===== config.mk =====
export PLATFORM = sky130hd
export DESIGN_NAME = audio_frame_sync_fifo
export DESIGN_NICKNAME = d
export VERILOG_FILES = /design/src/rtl/audio_frame_sync_fifo.sv
export SDC_FILE = /design/constraint.sdc
export NUM_CORES = 1
export LEC_CHECK = 0
export BUFFER_PORTS_ARGS = -buffer_cell sky130_fd_sc_hd__buf_4
export CORE_MARGIN = 10
export CORE_UTILIZATION = 30
export CTS_CLUSTER_SIZE = 12
export DETAILED_ROUTE_END_ITERATION = 8
export REMOVE_ABC_BUFFERS = 1
export SLEW_MARGIN = 30
export SYNTH_ARGS = -nofsm -noshare
export SYNTH_HDL_FRONTEND = slang
export SYNTH_SLANG_ARGS = --single-unit

===== constraint.sdc =====
create_clock -name Clk -period 4.7 [get_ports Clk]
set_input_delay 0.705 -clock Clk [delete_from_list [all_inputs] [get_ports Clk]]
set_output_delay 0.705 -clock Clk [all_outputs]
set_load 0.01 [all_outputs]

===== src/rtl/audio_frame_sync_fifo.sv =====
// audio_frame_sync_fifo: brings I2S frames into the Clk domain and buffers them as L/R samples; AUD_FIFO_OVF_CNT_EN enables the drop counter
module audio_frame_sync_fifo #(
    parameter int DEPTH      = 4,
    parameter int SETTLE_CYC = 2
) (
    input  logic                    Clk,
    input  logic                    reset,
    input  logic                    Reci_Done,
    input  logic [31:0]             Reci_Data,
    output logic                    out_valid,
    input  logic                    out_ready,
    output logic [15:0]             out_left,
    output logic [15:0]             out_right,
    output logic [$clog2(DEPTH):0]  fill_level,
    output logic                    ovf_flag,
    output logic [15:0]             ovf_count
);
    localparam int AW = $clog2(DEPTH);
    localparam int PW = AW + 1;

    typedef enum logic [1:0] {IDLE, SETTLE, PUSH} state_t;

    state_t          state;
    logic            s1, s2, s3;
    logic [3:0]      cnt;
    logic [PW-1:0]   wptr, rptr;
    logic [31:0]     mem [DEPTH];
    logic            fall_evt, full, pop, push, drop, miss;

    assign fall_evt  = s3 & ~s2;
    assign full      = (wptr[AW] != rptr[AW]) && (wptr[AW-1:0] == rptr[AW-1:0]);
    assign out_valid = wptr != rptr;
    assign pop       = out_valid & out_ready;
    assign push      = (state == PUSH) & (~full | pop);
    assign drop      = (state == PUSH) & full & ~pop;
    assign miss      = fall_evt & (state != IDLE);
    assign out_left  = out_valid ? mem[rptr[AW-1:0]][31:16] : '0;
    assign out_right = out_valid ? mem[rptr[AW-1:0]][15:0] : '0;

    // three-flop strobe synchronizer; s3 is the delayed copy for edge detection
    always_ff @(posedge Clk) begin
        if (reset) {s3, s2, s1} <= '0;
        else       {s3, s2, s1} <= {s2, s1, Reci_Done};
    end

    // capture sequencer: wait for the data word to settle, then push once
    always_ff @(posedge Clk) begin
        if (reset) begin
            state <= IDLE;
            cnt   <= '0;
        end else begin
            case (state)
                IDLE: if (fall_evt) begin
                    state <= SETTLE;
                    cnt   <= 4'(SETTLE_CYC - 1);
                end
                SETTLE: begin
                    cnt   <= cnt - 4'd1;
                    state <= (cnt == 4'd0) ? PUSH : SETTLE;
                end
                default: state <= IDLE;
            endcase
        end
    end

    // FIFO pointers and registered occupancy
    always_ff @(posedge Clk) begin
        if (reset) begin
            wptr       <= '0;
            rptr       <= '0;
            fill_level <= '0;
        end else begin
            wptr       <= wptr + PW'(push);
            rptr       <= rptr + PW'(pop);
            fill_level <= fill_level + PW'(push) - PW'(pop);
        end
    end

    // storage array; contents are masked by out_valid so no reset is needed
    always_ff @(posedge Clk) begin
        if (push) mem[wptr[AW-1:0]] <= {Reci_Data[31:16], Reci_Data[15:0]};
    end

    // sticky overflow: dropped frame or strobe arriving while busy
    always_ff @(posedge Clk) begin
        if (reset)            ovf_flag <= 1'b0;
        else if (drop | miss) ovf_flag <= 1'b1;
    end

`ifdef AUD_FIFO_OVF_CNT_EN
    // saturating count of lost frames; coincident events count once
    always_ff @(posedge Clk) begin
        if (reset)                                   ovf_count <= '0;
        else if ((drop | miss) && ovf_count != 16'hFFFF) ovf_count <= ovf_count + 16'd1;
    end
`else
    assign ovf_count = 16'h0000;
`endif
endmodule


==> results of run 1 <==
## power by group through the flow
stage | sequential [mW] | clock, mW | combinational (mW)
after floorplan | 1.47 | 0 | 0.0540
after global placement | 1.46 | 0 | 0.124
after detailed placement | 1.46 | 0 | 0.128
after CTS | 1.44 | 1.19 | 0.128
after global routing | 1.44 | 1.25 | 0.140
final | 1.44 | 1.16 | 0.125
## flip-flops by register name, indices dropped and copies added (netlist names)
signal,cells
ovf_flag,1
wptr,3
s1,1
state,2
s3,1
s2,1
mem,128
rptr,3
cnt,4
fill_level,3
## layer usage
| metal | share of wire, % | global-route usage, % |
|---|---|---|
| met5 | 0 | 0 |
| met4 | 1.7 | 3.92 |
| met3 | 5.8 | 3.87 |
| met2 | 49 | 15.3 |
| met1 | 43 | 10.9 |
## kinds of logic after synthesis
kind of cell | after synthesis | share of synthesized area, %
muxes | 32 | 12.4
other | 1 | 0.0643
AOI/OAI and AO/OA | 9 | 1.12
and+or+nand+nor | 70 | 7.63
buffers and inverters | 37 | 3.54
DFF | 147 | 72.4
adders and majority gates | 8 | 1.84
xor gates and xnor gates | 7 | 1.05
## placed cells by master (no fill, tap or decap), drive strengths merged, types with 7 or more instances in the layout
master and n:
and2 33, conb 16, buf 80, mux4 32, clkbuf 25, inv 8
nor2b 10, edfxtp 128, dfxtp 19, ha 7
## synth_stat cells, drive strengths merged, types with 3 or more instances
library cell | n | area [um2]
xnor2 | 4 | 35.0
edfxtp | 128 | 3840
nor3 | 3 | 15.0
and2 | 33 | 206
clkbuf | 7 | 26.3
xor2 | 3 | 26.3
ha | 7 | 87.6
mux4 | 32 | 721
nor2 | 5 | 18.8
inv | 8 | 30.0
nor4b | 3 | 32.5
buf | 22 | 150
or4b | 3 | 30.0
dfxtp | 19 | 380
nor2b | 10 | 62.6
## worst max-delay path, delay by kind of cell, from the launching register on
family,cells,cell delay [ns]
buffers and inverters,2,0.63
flip-flops,1,0.68
multiplexers,1,0.57
AND/OR/NAND/NOR,1,0.18
## metrics by stage
step / power [mW] / utilization, % / setup TNS (ns) / instance area (um2)
after CTS: 2.75 / 37.9 / 0 / 7170
after global placement: 1.59 / 35.3 / 0 / 6670
final: 2.72 / 37.9 / 0 / 7170
after global routing: 2.82 / 37.9 / 0 / 7170
after detailed placement: 1.59 / 35.3 / 0 / 6670
after floorplan: 1.52 / - / -98.48 / 5710
## layout make-up
type / instances / share of cell area [%]
inverter: 8 / 0.419
timing repair buffer: 80 / 8.38
sequential: 147 / 59.0
tap: 260 / 4.54
clock buffer: 25 / 6.49
multi-input combinational: 142 / 20.7
clock inverter: 7 / 0.524
## how the worst max path moves through the flow
stage	cells after the start	slack (ns)	endpoint
2_1_floorplan	3	-1.13	mem[1][0]$_DFFE_PP_
3_3_place_gp	11	1.69	fill_level[2]$_SDFF_PP0_
3_5_place_dp	11	1.57	fill_level[2]$_SDFF_PP0_
4_1_cts	4	1.36	out_left[5]
5_1_grt	4	1.24	out_right[2]
6_report	4	1.50	out_left[5]
==> results.md, run 1 <==
* Clk sinks at 147
* Power Dens Cells at 380 nW/um2
* FF-to-FF setup slack at 1.61 ns
* Port Buf Inserts at 72
* Power share of the combinational group at 4.6%
* Hold Buf Count CTS at 0
* CP peak stage delay at 0.68 ns
* Core area at 18,900 um2
* TritonCTS buffer count at 17
* Final hold slack at 0.445 ns
* Fin nets at 440
* Async set-reset flop share out of synthesis at 0%
* Seq/Total Area, Yosys at 72.4%
* Unrepaired setup endpoints after global routing: no
* Worst Setup End Kind: output port
* Final setup viols at 0
* CP startpoint kind: flop
* Ant diodes at 0
* R2r worst-path depth at 11
* Multi-input gate area at 1480 um2
* Fin worst setup slack at 1.50 ns
* Final Instance Count excl. Fillers at 669
* Initial antenna violation count at 0
* Via/cell ratio at 4.37
* Die Span Y at 159 um
* Skew final at 0.00752 ns
* CP max FO at 20
* WL final at 11,700 um
* Crit path cell chain: buf_4 > mux4_2 > and2_1 > buf_4
* Vias in the first global route at 3,249
* Peak supply drop at 236 uV
* Final hold vios at 0
* Worst EP arrival at 2.49 ns
* I/O Pins at 89
* Worst Setup Path Type: reg2out
* Total Routing Usage GR at 9.43%
* Synth Flop Type: edfxtp_1
* Synth Instances at 311
* Area Growth Syn to Fin at 22.9%
* Max Fclk at 313 MHz
* DP Wirelength at 7230 um
* Max Transition Viols Final at 0
* Leakage at 2.50 nW
* Clk_lat worst skew at 0.41 ns
* First DRT Iteration DRCs at 108
* Worst slew pin tran at 0.687 ns
* # Post-CTS Setup Buffers at 0
* Sw Ratio at 20.2%
* Clk buf depth at 2
* Clock Tree Root: clkbuf_16
* Clock share of power at 42.7%
* Dpl cells at 637
* Internal Power at 2.17 mW
* Clock-pin transition on the worst setup and hold timing paths at 0.06 ns
* Worst Hold Endpoint: s2$_SDFF_PP0_
* DR pass1 iterations at 4
* Psw at 0.549 mW
* CP required at 3.99 ns
* Via count of the routed design at 2,924
* Cell Rows at 50
* Synth Cell Area at 5830 um2
* First-pass GRT wire length at 18,300 um
* CTS tree: yes
* Sequential Power Share at 52.7%
* # resized after CTS at 0
* Max_slew headroom at 54.1%
* Status: complete, no violations
* Dpl ws at 1.57 ns
* Die area at 25,400 um2
* Max-Cap Viols at 0
* Syn. warnings at 0
* Starting Density at 30.9%
* H-Tree Depth at 4
* Hold depth at 1
* Antenna Violating Nets Remaining at 0
* Grt ovf at 0
* Worst Setup SP: rptr[0]$_SDFF_PP0_
* Syn Area/Cell at 18.8 um2
* Most common cell on crit path: buf_4
* Slowest stage cell, crit path: dfxtp_2
* Fillers at 1,792
* R2R Path End: fill_level[2]$_SDFF_PP0_
* Final period utilization at 68.0%
* Min Tclk post-route at 3.20 ns
* Cell variety after synth at 34
* Synth Register Bits at 147
* Wire per inst at 17.6 um
* Worst R2R Start: rptr[1]$_SDFF_PP0_
* Routability Congestion at 0.671
* Largest net degree at the start of global routing at 35
* Die width at 159 um
* DR DRC count at 0
* Register area at 4230 um2
* EDFF count, synth at 128
* HP Class: reg2reg
* Share of cells above drive strength 1 at 35.9%
* HP Start: s1$_SDFF_PP0_
(Power assumes the default switching activity.)
==> inputs of run 2 (changes only) <==
--- a/config.mk
+++ b/config.mk
@@ -5,6 +5,7 @@
 export SDC_FILE = /design/constraint.sdc
 export NUM_CORES = 1
 export LEC_CHECK = 0
+export ABC_AREA = 1
 export BUFFER_PORTS_ARGS = -buffer_cell sky130_fd_sc_hd__buf_4
 export CORE_MARGIN = 10
 export CORE_UTILIZATION = 30
==> constraint.sdc (replaced) <==
create_clock -name Clk -period 3.31 [get_ports Clk]
set_input_delay 0.4965 -clock Clk [delete_from_list [all_inputs] [get_ports Clk]]
set_output_delay 0.4965 -clock Clk [all_outputs]
set_load 0.01 [all_outputs]
==> results.md, run 2 <==
* Ant diodes at 0 (unchanged)
* H-Tree Depth at 4 (unchanged)
* HP Class: in2reg
* Worst R2R Start: rptr[0]$_SDFF_PP0_
* DP Area at 6820 um2 (+2.4%)
* R2R Path End: fill_level[2]$_SDFF_PP0_
* Syn. warnings at 0 (unchanged)
* CP peak stage delay at 0.63 ns (-0.05 ns)
* Leakage at 2.96 nW (+19%)
* Seq/Total Area, Yosys at 69.6% (-2.8 points)
* # Post-CTS Setup Buffers at 0 (unchanged)
* Cell taking the most area after synthesis: edfxtp_1
* CP required at 2.81 ns (-1.18 ns)
* Status: complete, no violations
* Die Span Y at 162 um (+1.8%)
* Synth Register Bits at 147 (unchanged)
* Max Transition Viols Final at 0 (unchanged)
* Area Growth Syn to Fin at 22.0%
* Clock Tree Root: clkbuf_16
* Final period utilization at 80.5%
* Die width at 162 um (+1.8%)
* Total Routing Usage GR at 9.88% (+0.45 points)
* Synth Flop Type: edfxtp_1
* FF-to-FF setup slack at 0.86 ns (-0.75 ns)
* Initial antenna violation count at 0 (unchanged)
* Slowest stage cell, crit path: dfxtp_2
* Most frequent cells in the layout: edfxtp_1, nor2_1, buf_4
* Crit path cell chain: buf_4 > o21ai_0 > o22ai_1 > nand2_1 > inv_1 > buf_4
* Syn Area/Cell at 11.7 um2 (-38%)
* Worst Setup End Kind: output port
* Top cells by count, synth: edfxtp_1, nor2_1, inv_1, nand2_1, o21ai_0
* Port Buf Inserts at 72 (unchanged)
* Starting Density at 30.8% (-0.079 points)
* Async set-reset flop share out of synthesis at 0% (unchanged)
* Cell variety after synth at 26 (-24%)
* Worst slew pin tran at 0.704 ns (+0.0167 ns)
* Final hold vios at 0 (unchanged)
* Most common cell on crit path: buf_4
* Most common cell in the netlist: edfxtp_1
* Hold Buf Count CTS at 0 (unchanged)
* Worst EP arrival at 2.17 ns (-0.32 ns)
* Peak supply drop at 375 uV (+59%)
* Largest net degree at the start of global routing at 65 (+86%)
* HP Start: Reci_Data[16]
* CP startpoint kind: flop
* Worst Hold Endpoint: mem[3][16]$_DFFE_PP_
* Via count of the routed design at 3,733 (+28%)
* CP bufs+invs at 3 (+1)
* Final instance area at 7410 um2 (+3.4%)
* Max reg flops at 128 (unchanged)
* # resized after CTS at 0 (unchanged)
* DR DRC count at 0 (unchanged)
* Crit-path leading delay family: buffers and inverters
* Cell Rows at 51 (+2.0%)
* Die area at 26,300 um2 (+3.6%)
* Via/cell ratio at 4.29 (-1.8%)
* R2r worst-path depth at 11 (unchanged)
* Max-Cap Viols at 0 (unchanged)
* Clk sinks at 147 (unchanged)
* Power Dens Cells at 557 nW/um2 (+47%)
* Commonest non-fill, non-tap cell in the layout: edfxtp_1
* Clock-pin transition on the worst setup and hold timing paths at 0.06 ns (about the same)
* DR pass1 iterations at 4 (unchanged)
* Core area at 19,700 um2 (+4.4%)
* Clk_lat worst skew at 0.42 ns (about the same)
* Synth area leaders: edfxtp_1, dfxtp_1, nor2_1, inv_1, nand2_1
* Routability Congestion at 0.711 (+6.0%)
* Final setup viols at 0 (unchanged)
* Final hold slack at 0.275 ns (-0.170 ns)
* Vias in the first global route at 3,742 (+15%)
* Synth Cell Area at 6070 um2 (+4.1%)
* Worst Setup Path Type: reg2out
* CP max FO at 43 (+110%)
* Wire per inst at 14.7 um (-16%)
* First DRT Iteration DRCs at 168 (+56%)
* CTS tree: yes
* Fin nets at 637 (+45%)
* EDFF count, synth at 128 (unchanged)
* Share of cells above drive strength 1 at 21.2% (-15 points)
* Antenna Violating Nets Remaining at 0 (unchanged)
* I/O Pins at 89 (unchanged)
* Max_slew headroom at 53.1% (-0.99 points)
* Hold depth at 1 (unchanged)
* Min Tclk post-route at 2.67 ns
* Max Fclk at 375 MHz
* Unrepaired setup endpoints after global routing: no
* Grt ovf at 0 (unchanged)
* Post-synth top area share at 63.3% (-2.6 points)
* DP Wirelength at 8000 um (+11%)
* WL final at 12,800 um (+9.0%)
* TritonCTS buffer count at 17 (unchanged)
* Synth Instances at 519 (+67%)
* Skew final at 0.00745 ns (-0.0000692 ns)
* First-pass GRT wire length at 19,900 um (+8.5%)
* Clk buf depth at 2 (unchanged)
[run 2: layer usage]
| metal | vias to the layer above | global-route usage, % | share of wire, % |
|---|---|---|---|
| met5 | - | 0 | 0 |
| met3 | 16 | 3.94 | 7.1 |
| met1 | 1736 | 11.2 | 44 |
| met4 | 0 | 4.22 | 1.5 |
| li1 | 1892 | - | - |
| met2 | 89 | 16.2 | 48 |
[run 2: final cells by class]
| cell class | count | area, um2 |
|---|---|---|
| fill | 1915 | 12300 |
| sequential | 147 | 4230 |
| multi-input combinational | 286 | 1410 |
| timing repair buffer | 81 | 633 |
| clock buffer | 19 | 433 |
| tap | 265 | 332 |
| inverter | 60 | 228 |
| clock inverter | 12 | 155 |
[run 2: logic make-up after synthesis]
logic type	share of synthesized area [%]
AOI/OAI and AO/OA	9.31
xor gates and xnor gates	0.433
adders and majority gates	1.77
buffers and inverters	8.74
DFF	69.6
other	0.0617
and+or+nand+nor	10.1
[run 2: report_power, final]
part	switching (mW)	internal, mW
Combinational	0.108	0.0735
Clock	0.725	1.18
Sequential	0.00928	2.03
Total	0.842	3.28
[run 2: how the worst max path moves through the flow]
| stage | from | end | slack, ns | cells after the start |
|---|---|---|---|---|
| after floorplan | rptr[0]$_SDFF_PP0_ | fill_level[2]$_SDFF_PP0_ | -0.29 | 13 |
| after global placement | rptr[0]$_SDFF_PP0_ | fill_level[2]$_SDFF_PP0_ | 0.89 | 11 |
| after detailed placement | rptr[0]$_SDFF_PP0_ | fill_level[2]$_SDFF_PP0_ | 0.84 | 11 |
| after CTS | rptr[0]$_SDFF_PP0_ | out_right[14] | 0.60 | 6 |
| after global routing | rptr[0]$_SDFF_PP0_ | out_left[6] | 0.42 | 6 |
| final | rptr[0]$_SDFF_PP0_ | out_right[14] | 0.64 | 6 |
[run 2: through the flow]
step           cells  total power, mW  setup TNS, ns  worst slack, ns  utilization, %
2_1_floorplan    493             2.16         -27.50           -0.291               -
3_5_place_dp     839             2.26              0            0.837            34.6
4_1_cts          870             4.17              0            0.601            37.6
6_report         870             4.13              0            0.644            37.6
5_1_grt          870             4.28              0            0.415            37.6
3_3_place_gp     839             2.26              0            0.894            34.6
==> inputs of run 3 (changes only) <==
==> constraint.sdc (replaced) <==
create_clock -name Clk -period 2.7 [get_ports Clk]
set_input_delay 0.405 -clock Clk [delete_from_list [all_inputs] [get_ports Clk]]
set_output_delay 0.405 -clock Clk [all_outputs]
set_load 0.01 [all_outputs]
==> results.md, run 3 (synthesis results as in run 2) <==
* Worst Setup End Kind: output port
* Fillers at 1,907 (-0.42%)
* Most common cell on crit path: buf_4
* Peak supply drop at 410 uV (+9.4%)
* First-pass GRT wire length at 19,900 um (unchanged)
* Dpl ws at 0.490 ns (-0.347 ns)
* Die Span Y at 162 um (unchanged)
* Clock Tree Root: clkbuf_16
* CP required at 2.30 ns (-0.51 ns)
* Final hold vios at 0 (unchanged)
* HP Class: in2reg
* Die width at 162 um (unchanged)
* Worst Setup Path Type: reg2out
* Commonest non-fill, non-tap cell in the layout: edfxtp_1
* Max Fclk at 417 MHz
* Dpl cells at 845 (+0.72%)
* Status: complete, no violations
* Port Buf Inserts at 72 (unchanged)
* Worst slew pin tran at 0.723 ns (+0.0196 ns)
* Skew final at 0.0118 ns (+0.00439 ns)
* Largest net degree at the start of global routing at 65 (unchanged)
* First DRT Iteration DRCs at 179 (+6.5%)
* Wire per inst at 14.5 um (-1.2%)
* Die area at 26,300 um2 (unchanged)
* Final Instance Count excl. Fillers at 877 (+0.80%)
* Core area at 19,700 um2 (unchanged)
* Unrepaired setup endpoints after global routing: no
* Clock-pin transition on the worst setup and hold timing paths at 0.06 ns (about the same)
* Clk_lat worst skew at 0.41 ns (about the same)
* Starting Density at 30.8% (unchanged)
* I/O Pins at 89 (unchanged)
* Routability Congestion at 0.703 (-1.1%)
* Fin worst setup slack at 0.299 ns (-0.345 ns)
* Crit path cell chain: inv_4 > buf_4 > o21ai_0 > o22ai_1 > nand2_1 > inv_1 > buf_4
* WL final at 12,800 um (-0.39%)
* Cell Rows at 51 (unchanged)
* Slowest stage cell, crit path: buf_4
* Vias in the first global route at 3,757 (+0.40%)
* Max reg flops at 128 (unchanged)
* Clk sinks at 147 (unchanged)
* Most frequent cells in the layout: edfxtp_1, buf_4, nor2_1
* Via/cell ratio at 4.31 (+0.48%)
* Initial antenna violation count at 1 (+1)
* Fin nets at 643 (+0.94%)
* Max-Cap Viols at 0 (unchanged)
* CP peak stage delay at 0.58 ns (-0.05 ns)
* # resized after CTS at 0 (unchanged)
* CP startpoint kind: flop
* Core Util, Final at 38.1% (+0.46 points)
* Clk buf depth at 2 (unchanged)
* Antenna Violating Nets Remaining at 0 (unchanged)
* Worst EP arrival at 2.00 ns (-0.17 ns)
* Final period utilization at 88.9%
* Leakage at 3.02 nW (+1.9%)
* Power Dens Cells at 702 nW/um2 (+26%)
* DR DRC count at 0 (unchanged)
* Hold Buf Count CTS at 0 (unchanged)
* Max_slew headroom at 51.8% (-1.3 points)
* CP max FO at 64 (+49%)
* H-Tree Depth at 4 (unchanged)
* Final setup viols at 0 (unchanged)
* CTS tree: yes
* Total Routing Usage GR at 9.81% (-0.069 points)
* Via count of the routed design at 3,781 (+1.3%)
* Min Tclk post-route at 2.40 ns
* Max Transition Viols Final at 0 (unchanged)
* DP Wirelength at 7890 um (-1.3%)
* Grt ovf at 0 (unchanged)
* # Post-CTS Setup Buffers at 0 (unchanged)
* Ant diodes at 0 (unchanged)
* DR pass1 iterations at 4 (unchanged)
* TritonCTS buffer count at 17 (unchanged)
* Share of cells above drive strength 1 at 21.6% (+0.41 points)
* Area Growth Syn to Fin at 23.5%
run 3: routing by layer:
metal  vias up  share of wire (%)  GRT usage [%]
met2        87                 49           16.3
met3        15                7.3           4.35
met5         -               0.16              0
li1       1904                  -              -
met1      1773                 43           11.1
met4         2                1.2           3.14
run 3: path summary, 6_finish.rpt:
| check | start | end | slack [ns] | cells after the start |
|---|---|---|---|---|
| min | Reci_Done | s1$_SDFF_PP0_ | 0.19 | 3 |
| max reg2reg | wptr[1]$_SDFF_PP0_ | fill_level[2]$_SDFF_PP0_ | 0.48 | 13 |
| max | rptr[0]$_SDFF_PP0_ | out_left[15] | 0.30 | 7 |
| min reg2reg | s1$_SDFF_PP0_ | s2$_SDFF_PP0_ | 0.40 | 2 |
run 3: cell type report:
cell class                 count  area (um2)  share of cell area (%)
timing repair buffer          87         666                    8.87
sequential                   147        4230                    56.3
clock buffer                  20         437                    5.82
inverter                      60         228                    3.03
clock inverter                12         210                    2.80
multi-input combinational    286        1410                    18.7
tap                          265         332                    4.42
run 3: report_power, final:
group	leakage [nW]	internal, mW	switching (mW)
registers	1.31	2.48	0.00761
logic	1.40	0.0913	0.136
clock network	0.314	1.72	0.830
total	3.02	4.30	0.974
run 3: per-stage QoR:
step	power, mW	hold slack (ns)	instance area [um2]	setup TNS (ns)
6_report	5.27	0.190	7500	0
5_1_grt	5.46	0.169	7500	0
4_1_cts	5.34	0.170	7500	0
3_5_place_dp	2.77	0.399	6860	0
3_3_place_gp	2.77	0.390	6860	0
2_1_floorplan	2.64	0.388	5830	-111.50
run 3: critical path, delay by kind of cell (launching register included):
| kind | cells | cell delay, ns |
|---|---|---|
| buffers and inverters | 4 | 0.82 |
| DFF | 1 | 0.34 |
| AOI/OAI and AO/OA | 2 | 0.31 |
| and+or+nand+nor | 1 | 0.10 |
